$ cat src/rtl/ssl_pkg.sv
// ssl_pkg: shared types and helpers for the ssl delay-estimator back end.
//   ndata_log()  - index width derivation for a frame length
//   NDATA_DEF    - default frame length (clk cycles, also delay-index range)
//   MID          - zero-lag index (NDATA_DEF/2)
//   idx_t/lag_t  - unsigned delay index / signed lag, both NDATA_LOG wide
//   median3()    - middle of three unsigned indices
package ssl_pkg;

  function automatic int ndata_log(input int n);
    return $clog2(n);
  endfunction

  localparam int NDATA_DEF = 128;
  localparam int NDATA_LOG = ndata_log(NDATA_DEF);
  localparam int MID       = NDATA_DEF / 2;

  typedef logic        [NDATA_LOG-1:0] idx_t;
  typedef logic signed [NDATA_LOG-1:0] lag_t;

  // Ties fall out naturally: a tied pair always satisfies one of the range tests.
  function automatic idx_t median3(input idx_t a, input idx_t b, input idx_t c);
    idx_t m;
    if ((a >= b && a <= c) || (a <= b && a >= c)) begin
      m = a;
    end else if ((b >= a && b <= c) || (b <= a && b >= c)) begin
      m = b;
    end else begin
      m = c;
    end
    return m;
  endfunction

endpackage

$ cat src/rtl/tdoa_track_if.sv
// tdoa_track_if: bundle between the delay estimator, tdoa_track and the
// direction logic.
//   dIdA/B/C  - free-running delay indices (estimator -> tracker)
//   lagA/B/C  - signed median lags (tracker -> consumer)
//   valid     - one-cycle pulse when the lags update
//   locked    - all lags stable for HOLD frames
// master: the environment side; slave: the tdoa_track side.
interface tdoa_track_if;
  import ssl_pkg::*;

  idx_t dIdA;
  idx_t dIdB;
  idx_t dIdC;
  lag_t lagA;
  lag_t lagB;
  lag_t lagC;
  logic valid;
  logic locked;

  modport master (output dIdA, dIdB, dIdC, input lagA, lagB, lagC, valid, locked);
  modport slave  (input dIdA, dIdB, dIdC, output lagA, lagB, lagC, valid, locked);
endinterface

$ cat src/rtl/tdoa_median3.sv
// tdoa_median3: one channel of the tracker. Keeps a 3-deep history of the
// delay index captured on each frame strobe and presents the median of that
// history as a signed lag about MID.
//   clk, rst - clock, async active-high reset (history clears to 0)
//   shift    - frame strobe; captures din into the history
//   din      - delay index
//   lag      - median(history) - MID, combinational from the history regs
module tdoa_median3
  import ssl_pkg::*;
(
  input  logic clk,
  input  logic rst,
  input  logic shift,
  input  idx_t din,
  output lag_t lag
);

  localparam idx_t MID_I = idx_t'(MID);

  idx_t h0_r;
  idx_t h1_r;
  idx_t h2_r;
  idx_t med_s;

  // history shift register, advanced once per frame strobe
  always_ff @(posedge clk or posedge rst) begin
    if (rst) begin
      h0_r <= '0;
      h1_r <= '0;
      h2_r <= '0;
    end else if (shift) begin
      h0_r <= din;
      h1_r <= h0_r;
      h2_r <= h1_r;
    end else begin
      h0_r <= h0_r;
      h1_r <= h1_r;
      h2_r <= h2_r;
    end
  end

  // median and offset; dropping the extra top bit of a widened subtraction
  // gives the same two's-complement result, so subtract at native width
  always_comb begin
    med_s = median3(h0_r, h1_r, h2_r);
    lag   = lag_t'(med_s - MID_I);
  end

endmodule

$ cat src/rtl/tdoa_track.sv
// tdoa_track: samples the three delay indices once per NDATA-cycle frame,
// median-filters each over three frames and reports signed lags with a
// per-frame valid pulse and a stability lock flag.
//   clk  - system clock (rising edge)
//   erst - asynchronous active-high reset
//   bus  - tdoa_track_if.slave: dIdA/B/C in; lagA/B/C, valid, locked out
// Optional build macro SUM_CHECK_EN: rejects frames whose three lags do not
// close (|lagA+lagB+lagC| > 2*TOL); a rejected frame holds the outputs,
// raises no valid and clears the stability count.
module tdoa_track
  import ssl_pkg::*;
#(
  parameter int NDATA = NDATA_DEF,
  parameter int HOLD  = 4,
  parameter int TOL   = 2
) (
  input logic         clk,
  input logic         erst,
  tdoa_track_if.slave bus
);

  localparam idx_t                 CNT_LAST = idx_t'(NDATA - 1);
  localparam logic [3:0]           HOLD_W   = HOLD[3:0];
  localparam logic [NDATA_LOG:0]   TOL_W    = TOL[NDATA_LOG:0];

  idx_t       cnt_r;
  logic [1:0] fill_r;
  logic       pend_r;
  logic       valid_r;
  logic       have_prev_r;
  logic [3:0] stable_r;
  lag_t       lag_a_r, lag_b_r, lag_c_r;
  lag_t       med_a_s, med_b_s, med_c_s;
  logic       strobe_s;
  logic       near_s;
  logic       accept_s;

  // |a - b| in one extra bit so a full-range swing cannot wrap
  function automatic logic [NDATA_LOG:0] lag_absdiff(input lag_t a, input lag_t b);
    logic signed [NDATA_LOG:0] d;
    d = $signed({a[NDATA_LOG-1], a}) - $signed({b[NDATA_LOG-1], b});
    return d[NDATA_LOG] ? (NDATA_LOG+1)'(-d) : (NDATA_LOG+1)'(d);
  endfunction

  assign strobe_s = (cnt_r == CNT_LAST);

  tdoa_median3 u_med_a (.clk(clk), .rst(erst), .shift(strobe_s), .din(bus.dIdA), .lag(med_a_s));
  tdoa_median3 u_med_b (.clk(clk), .rst(erst), .shift(strobe_s), .din(bus.dIdB), .lag(med_b_s));
  tdoa_median3 u_med_c (.clk(clk), .rst(erst), .shift(strobe_s), .din(bus.dIdC), .lag(med_c_s));

  // stability of the candidate lags against the last reported ones
  always_comb begin
    near_s = (lag_absdiff(med_a_s, lag_a_r) <= TOL_W) &&
             (lag_absdiff(med_b_s, lag_b_r) <= TOL_W) &&
             (lag_absdiff(med_c_s, lag_c_r) <= TOL_W);
  end

`ifdef SUM_CHECK_EN
  localparam int                   SUM_LIM_I = 2 * TOL;
  localparam logic [NDATA_LOG+1:0] SUM_LIM   = SUM_LIM_I[NDATA_LOG+1:0];
  logic signed [NDATA_LOG+1:0] sum_s;
  logic        [NDATA_LOG+1:0] sum_abs_s;

  // closure check: the three pairwise lags of a real source sum to ~0
  always_comb begin
    sum_s = (NDATA_LOG+2)'(med_a_s) + (NDATA_LOG+2)'(med_b_s) + (NDATA_LOG+2)'(med_c_s);
    if (sum_s[NDATA_LOG+1]) begin
      sum_abs_s = -sum_s;
    end else begin
      sum_abs_s = sum_s;
    end
    accept_s = (sum_abs_s <= SUM_LIM);
  end
`else
  assign accept_s = 1'b1;
`endif

  // frame counter, warm-up fill, lag/valid registers and stability count
  always_ff @(posedge clk or posedge erst) begin
    if (erst) begin
      cnt_r       <= '0;
      fill_r      <= 2'd0;
      pend_r      <= 1'b0;
      valid_r     <= 1'b0;
      have_prev_r <= 1'b0;
      stable_r    <= 4'd0;
      lag_a_r     <= '0;
      lag_b_r     <= '0;
      lag_c_r     <= '0;
    end else begin
      cnt_r   <= strobe_s ? '0 : cnt_r + idx_t'(1);
      valid_r <= 1'b0;
      // the capture on this strobe is the one that completes the history
      pend_r  <= strobe_s && (fill_r >= 2'd2);
      if (strobe_s && fill_r != 2'd3) begin
        fill_r <= fill_r + 2'd1;
      end
      if (pend_r) begin
        if (accept_s) begin
          lag_a_r     <= med_a_s;
          lag_b_r     <= med_b_s;
          lag_c_r     <= med_c_s;
          valid_r     <= 1'b1;
          have_prev_r <= 1'b1;
          if (!have_prev_r || !near_s) begin
            stable_r <= 4'd0;
          end else if (stable_r != HOLD_W) begin
            stable_r <= stable_r + 4'd1;
          end
        end else begin
          stable_r <= 4'd0;
        end
      end
    end
  end

  assign bus.lagA   = lag_a_r;
  assign bus.lagB   = lag_b_r;
  assign bus.lagC   = lag_c_r;
  assign bus.valid  = valid_r;
  assign bus.locked = (stable_r == HOLD_W);

endmodule

$ cat src/flat_wrapper.sv
// flat-port wrapper written by rule: the top's interface ports become plain ports
module tdoa_track_flat import ssl_pkg::*;
#(
  parameter int NDATA = NDATA_DEF,
  parameter int HOLD  = 4,
  parameter int TOL   = 2
)
  (clk, erst, bus_dIdA, bus_dIdB, bus_dIdC, bus_lagA, bus_lagB, bus_lagC, bus_valid, bus_locked);
  tdoa_track_if bus_i ();
  input logic clk;
  input logic erst;
  input wire logic [$bits(bus_i.dIdA)-1:0] bus_dIdA;
  input wire logic [$bits(bus_i.dIdB)-1:0] bus_dIdB;
  input wire logic [$bits(bus_i.dIdC)-1:0] bus_dIdC;
  output wire logic [$bits(bus_i.lagA)-1:0] bus_lagA;
  output wire logic [$bits(bus_i.lagB)-1:0] bus_lagB;
  output wire logic [$bits(bus_i.lagC)-1:0] bus_lagC;
  output wire logic [$bits(bus_i.valid)-1:0] bus_valid;
  output wire logic [$bits(bus_i.locked)-1:0] bus_locked;
  assign bus_i.dIdA = bus_dIdA;
  assign bus_i.dIdB = bus_dIdB;
  assign bus_i.dIdC = bus_dIdC;
  assign bus_lagA = bus_i.lagA;
  assign bus_lagB = bus_i.lagB;
  assign bus_lagC = bus_i.lagC;
  assign bus_valid = bus_i.valid;
  assign bus_locked = bus_i.locked;
  tdoa_track #(.NDATA(NDATA), .HOLD(HOLD), .TOL(TOL)) u_core (.clk(clk), .erst(erst), .bus(bus_i));
endmodule
$ cat config.mk
export PLATFORM = sky130hd
export DESIGN_NAME = tdoa_track_flat
export DESIGN_NICKNAME = d
export VERILOG_FILES = /design/src/rtl/ssl_pkg.sv /design/src/rtl/tdoa_track_if.sv /design/src/rtl/tdoa_median3.sv /design/src/rtl/tdoa_track.sv /design/src/flat_wrapper.sv
export SDC_FILE = /design/constraint.sdc
export NUM_CORES = 1
export LEC_CHECK = 0
export ABC_CLOCK_PERIOD_IN_PS = 7100
export CORE_MARGIN = 3
export CORE_UTILIZATION = 61
export DETAILED_ROUTE_END_ITERATION = 10
export GPL_TIMING_DRIVEN = 1
export PLACE_DENSITY = 0.81
export SLEW_MARGIN = 20
export SYNTH_ARGS = -nofsm -noshare
export SYNTH_HDL_FRONTEND = slang
export SYNTH_SLANG_ARGS = --single-unit
$ cat constraint.sdc
create_clock -name clk -period 7.1 [get_ports clk]
set_input_delay 1.42 -clock clk [delete_from_list [all_inputs] [get_ports clk]]
set_output_delay 1.42 -clock clk [all_outputs]
set_load 0.01 [all_outputs]
After elaboration in Yosys (flattened, before gate mapping)
Index checks and enable logic that the tools add are counted.
Word-level totals
  register bits after elaboration: 100
  bits of input ports: 23
  output and inout bits: 23
  logic and storage cells: 102
Operators by class
  add/sub/neg operators: 12
  $lt $le $gt $ge: 28
  equal/unequal tests: 4
  multiplexer cells: 13
  reduce and logical (&&, ||, !) cells: 27
Operator list (number)
  >= comparator 7 bit: 12
  <= comparator 7 bit: 12
  two-way mux 7 bit: 7
  <= comparator 8 x 2 -> 1 bit, second input constant: 3
  two-way mux 8 bit: 3
  negation 8 bit: 3
  subtractor 7 x 7 -> 8 bit: 3
  subtractor 7 bit, second input constant: 3
  logical AND 1 bit: 16
  two-way mux 4 bit: 2
  adder 7 x 1 -> 7 bit, second input constant: 1
  == test 7 bit, second input constant: 1
  logical OR 1 bit: 7
  adder 4 x 1 -> 4 bit, second input constant: 1
  == test 4 x 3 -> 1 bit, second input constant: 1
  != test 4 x 3 -> 1 bit, second input constant: 1
  adder 2 x 1 -> 2 bit, second input constant: 1
  >= comparator 2 bit, second input constant: 1
  zero test 1 bit: 2
  != test 2 bit, second input constant: 1
  AND reduction 2 bit: 1
  nonzero test 2 bit: 1
  two-way mux 1 bit: 1

Longest topological paths before layout
  depth in word-level cells: 16
  gate-level depth with buffers: 23
  depth with buffers taken out: 23

Hierarchy
Synthesis repeated with hierarchy kept, for this count alone.
Unflattened totals
  cells, all modules: 802
  area total of the unflattened synthesis: 7409.6 um^2
By module, submodules not included
  tdoa_median3: instances 3, cells an instance 145, area an instance 1448.9 um^2, seq. area each 525.5 um^2
  tdoa_track: instances 1, cells an instance 367, area an instance 3062.9 um^2, seq. area each 925.9 um^2

Least setup slack after synthesis
Ideal clock, no wire load.
  kind: flip-flop to flip-flop
  from: register u_core.u_med_a.h0_r[1]
  to: register u_core.stable_r[0]
  library setup time: 0.078 ns
  arrival time: 5.083 ns
  data required time: 7.022 ns
  path slack: 1.940 ns
  cell stages (with the launch flop): 23
  buffers on the path: 1
  period minus slack after synthesis: 5.160 ns
  cell sequence: dfrtp_1 > inv_1 > ha_1 > nor2b_1 > o21a_1 > o21a_1 > o21bai_1 > a211oi_1 > or4b_1 > clkbuf_1 > mux2_2 > mux2i_1 > ha_1 > fa_1 > nand2b_1 > a21o_1 > a311oi_2 > nor2b_1 > a22o_1 > or4_1 > nor4_4 > nand4_1 > a21oi_1
On the way
  longest elaborated chain between the ends: 16
  elaborated cells on any way between the ends: 26
  those cells by class: add/sub (3); order compare (7); mux (4); reduce/logical (12)
RTL lines
  from (decl): line tdoa_median3.sv:20  | idx_t h0_r;
  from (signal assigned): line tdoa_median3.sv:32  | h0_r <= din;
  from (signal assigned): line tdoa_median3.sv:36  | h0_r <= h0_r;
  >= comparator 7 bit / <= comparator 7 bit (equally long branches): line ssl_pkg.sv:25  | end else if ((b >= a && b <= c) || (b <= a && b >= c)) begin
  logical AND 1 bit: line ssl_pkg.sv:25
  logical OR 1 bit: line ssl_pkg.sv:25
  two-way mux 7 bit: line ssl_pkg.sv:25
  two-way mux 7 bit *: line ssl_pkg.sv:23  | if ((a >= b && a <= c) || (a <= b && a >= c)) begin
  subtractor 7 bit *: line tdoa_median3.sv:46  | lag = lag_t'(med_s - MID_I);
  subtractor 7 x 7 -> 8 bit *: line tdoa_track.sv:41  | d = $signed({a[NDATA_LOG-1], a}) - $signed({b[NDATA_LOG-1], b});
  negation 8 bit: line tdoa_track.sv:42  | return d[NDATA_LOG] ? (NDATA_LOG+1)'(-d) : (NDATA_LOG+1)'(d);
  two-way mux 8 bit *: line tdoa_track.sv:42
  <= comparator 8 x 2 -> 1 bit *: line tdoa_track.sv:53  | near_s = (lag_absdiff(med_a_s, lag_a_r) <= TOL_W) &&
  logical AND 1 bit *: line tdoa_track.sv:53
  logical AND 1 bit *: line tdoa_track.sv:54  | (lag_absdiff(med_b_s, lag_b_r) <= TOL_W) &&
  zero test 1 bit *: line tdoa_track.sv:105  | if (!have_prev_r || !near_s) begin
  logical OR 1 bit *: line tdoa_track.sv:105
  nonzero test 2 bit (no source line)
  AND reduction 2 bit (no source line)
  to (signal assigned): line tdoa_track.sv:108  | stable_r <= stable_r + 4'd1;
  to (decl): line tdoa_track.sv:31  | logic [3:0] stable_r;
Every way passes the cells marked *; elsewhere a longest branch is shown, timed or not.
A chain may end at the register's enable or synchronous reset.

Worst setup path after layout
Ends and elaborated chain as after synthesis.

==> metrics.csv <==
stage,metric,value,unit
outcome,status,finished clean,
cts,clk buf depth,2,
layout,layout cells sized above 1,11.3,%
cts,Max H-tree Level,3,
die,Die H,118,µm
cts,hold_buf cts,0,
die,Initial Util,63.1,%
die,floorplan row count,40,
power_and_ir_drop,switching share of power,28.3,%
drt,DR vias,6258,
placement,I/O Buffers,45,
layout,Layout area overhead,11.6,%
layout,number of fill cells in the layout,937,
power_and_ir_drop,Cell Pwr Density,152,nW/µm²
critical_path,Worst Setup End Kind,flop,
cts,CTS buffer count,9,
layout,Layout Cells excl Fill,1036,
placement,routability-driven placement congestion ratio,0.860,
synthesis,Synth Net Count,941,
layout,ANT cells,0,
synthesis,Netlist cell types,78,
cts,clock sinks,100,
sta,final hold violation count,0,
sta,period utilization,81.4,%
synthesis,area fraction of the dominant cell type after synthesis,32.8,%
cts,Root Buffer,clkbuf_16,
synthesis,sequential area share after synthesis,32.8,%
cts,CTS tree,done,
synthesis,synth warn,0,
layout,FF+latch area,2500,µm²
drt,DRC Markers,0,
power_and_ir_drop,Comb pwr share,19.0,%
power_and_ir_drop,NetSw,0.367,mW
cts,# resized after CTS,0,
drt,M1 wire length,7.75,mm
sta,slew at the pin with the worst max-slew slack,0.843,ns
drt,Met3 Routed Length,780,µm
drt,Detailed Routing Iterations Pass 1,5,
critical_path,"Max FO, Critical Path",7,
sta,RSZ-0062 raised after global routing,false,
drt,Via density,6.04,
cts,Post-CTS Setup Bufs,0,
critical_path,crit start category,flop,
die,die width,118,µm
drt,final wirelength,16.9,mm
sta,relative slew slack,43.8,%
critical_path,worst setup path class,flop to flop,
global_routing,GR Util All Layers,25.0,%
global_routing,initial antenna violation count,0,
sta,Fin Setup TNS,0,ns
synthesis,cell area after synthesis,7640,µm²
power_and_ir_drop,clock network power share,36.0,%
synthesis,"Primary FF master, synth",dfrtp_1,
critical_path,required time of the critical path,7.36,ns
synthesis,Cells after Synth,826,
synthesis,syn_area_per_cell,9.25,µm²
synthesis,Yosys top cell by area,dfrtp_1,
placement,total placed cells including tap cells,1020,
cts,clk slew on worst S/H paths,0.07,ns
placement,DP HPWL,13.1,mm
drt,Routed Antenna Nets,0,
synthesis,post-synthesis async set-or-reset flop share,100,%
min_path,HP Class,flop to flop,
die,area of the core,12100,µm²
global_routing,Congestion Overflow GR,0,
synthesis,flop and latch count out of synthesis,100,
critical_path,Worst Path Arrival,6.05,ns
die,num ports,46,
global_routing,first-pass GRT wire length,29.0,mm
layout,most frequent cells in the layout,"100 x dfrtp_1, 89 x ha_1, 81 x inv_1, 70 x o21ai_0, 56 x mux2_2",
drt,starting DRC count in detailed routing,439,
layout,"commonest non-fill, non-tap cell in the layout",dfrtp_1,
global_routing,vias in the first global route,6206,
drt,routed len/inst,16.4,µm
layout,Multi-input gate area,4720,µm²
sta,max-slew violations,0,
cts,Worst-Skew Late Latency,0.34,ns
sta,fmax,0.173,GHz
job,Max Cap Viol,0,
synthesis,Area contributors post-synth,"dfrtp_1 33%, ha_1 15%, mux2_2 8.3%",
power_and_ir_drop,Internal,0.931,mW
power_and_ir_drop,LEAKAGE,3.96,nW
power_and_ir_drop,Flop pwr share,45.0,%
power_and_ir_drop,Peak VDD IR,0.000127,V
layout,Nets,978,
power_and_ir_drop,Design Power,1.30,mW
sta,min cycle time layout,5.78,ns
drt,wire length on met2,8.10,mm
synthesis,number of synthesized flops with an enable pin,0,
layout,final core utilization,70.4,%
die,die footprint,13900,µm²
drt,uppermost layer routed,met4,
sta,# setup viols final,0,
global_routing,largest net degree at the start of global routing,69,
sta,Clock Skew,0.00706,ns
-- sequential cells by signal, summed over array words and instances (netlist names) --
| signal | cells |
|---|---|
| u_core.bus.lagC | 7 |
| u_core.u_med_b.h1_r | 7 |
| u_core.stable_r | 4 |
| u_core.have_prev_r | 1 |
| u_core.u_med_b.h2_r | 7 |
| u_core.pend_r | 1 |
| u_core.u_med_a.h0_r | 7 |
| u_core.u_med_c.h1_r | 7 |
| u_core.bus.lagB | 7 |
| u_core.bus.lagA | 7 |
| u_core.cnt_r | 7 |
| u_core.u_med_c.h0_r | 7 |
| u_core.fill_r | 2 |
| u_core.bus.valid | 1 |
| u_core.u_med_c.h2_r | 7 |
| u_core.u_med_b.h0_r | 7 |
| u_core.u_med_a.h2_r | 7 |
| u_core.u_med_a.h1_r | 7 |
-- final timing paths --
path | start | end | slack, ns | cells after the start
worst min register to register | u_core.cnt_r[0]$_DFF_PP0_ | u_core.cnt_r[0]$_DFF_PP0_ | 0.46 | 1
min in group asynchronous | erst | u_core.u_med_a.h0_r[0]$_DFFE_PP0N_ | 1.43 | 2
worst max register to register | u_core.u_med_a.h0_r[1]$_DFFE_PP0N_ | u_core.stable_r[0]$_DFFE_PP0P_ | 1.32 | 21
worst max-delay path | u_core.u_med_a.h0_r[1]$_DFFE_PP0N_ | u_core.stable_r[0]$_DFFE_PP0P_ | 1.32 | 21
max in group asynchronous | erst | u_core.u_med_b.h1_r[5]$_DFFE_PP0N_ | 4.49 | 3
worst min-delay path | u_core.cnt_r[0]$_DFF_PP0_ | u_core.cnt_r[0]$_DFF_PP0_ | 0.46 | 1
-- through the flow --
| stage | hold WS [ns] | setup slack (ns) | instance area [µm²] |
|---|---|---|---|
| after floorplan | 0.352 | 1.94 | 7640 |
| after global placement | 0.448 | 1.60 | 8240 |
| after detailed placement | 0.453 | 1.35 | 8240 |
| after CTS | 0.464 | 1.36 | 8530 |
| after global routing | 0.496 | 0.921 | 8530 |
| final | 0.464 | 1.32 | 8530 |
-- cell usage after synthesis, drive strengths merged (4+ instances only) --
library cell and count:
dfrtp 100, ha 89, inv 83, o21ai 77, mux2 57, nand2 54, nor2 52, a21oi 34
nand3 28, mux2i 24, clkbuf 20, nor2b 17, a21o 16, o21a 14, nand4 12, a31oi 11
nand2b 10, xnor2 10, nor3 8, xor2 8, a211oi 7, nor3b 6, or2 6, or3 5
a311oi 4, and2 4, buf 4, o221ai 4
-- cell families after synthesis --
kind of cell             count (synthesis)  share of synthesized area, %
flip-flops                             100                          32.8
multiplexers                            81                          11.5
AO/OA/AOI/OAI                          206                          17.7
buffers and inverters                  107                          5.39
adder cells (fa/ha/maj)                 92                          15.4
XOR/XNOR                                18                          2.16
AND/OR/NAND/NOR                        222                          15.1
-- worst max-delay path, stage by stage, from the launching register on --
cell	delay [ns]
dfrtp_1	0.38
inv_1	0.08
ha_1	0.32
nor2b_1	0.14
o21a_1	0.16
o21a_1	0.16
o21bai_1	0.22
a211oi_1	0.11
or4b_1	0.68
mux2_2	0.30
mux2i_1	0.09
ha_1	0.23
fa_1	0.43
nand2b_1	0.21
a21o_1	0.18
a311oi_2	0.36
nor2b_1	0.10
a22o_1	0.20
or4_1	0.57
nor4_4	0.43
nand4_1	0.18
a21oi_1	0.18
-- cell type report --
class / instances / area share [%]
multi-input cells: 619 / 55.4
flip-flops and latches: 100 / 29.4
repair buffers: 50 / 5.72
inverters: 83 / 3.68
clock buffers: 10 / 2.80
well taps: 168 / 2.47
clock inverters: 6 / 0.558
-- metal layers --
| metal | global-route usage (%) | vias to the layer above |
|---|---|---|
| li1 | - | 3044 |
| met1 | 34.1 | 3010 |
| met2 | 41.1 | 173 |
| met3 | 3.89 | 31 |
| met4 | 7.69 | 0 |
| met5 | 0 | - |
-- power by group through the flow --
stage                     logic (mW)  clock network (mW)  registers, mW
after floorplan                0.187                   0          0.591
after global placement         0.235                   0          0.595
after detailed placement       0.243                   0          0.595
after CTS                      0.245               0.476          0.584
after global routing           0.275               0.502          0.585
final                          0.247               0.466          0.584
No activity file was read; power rests on OpenSTA's default activity.
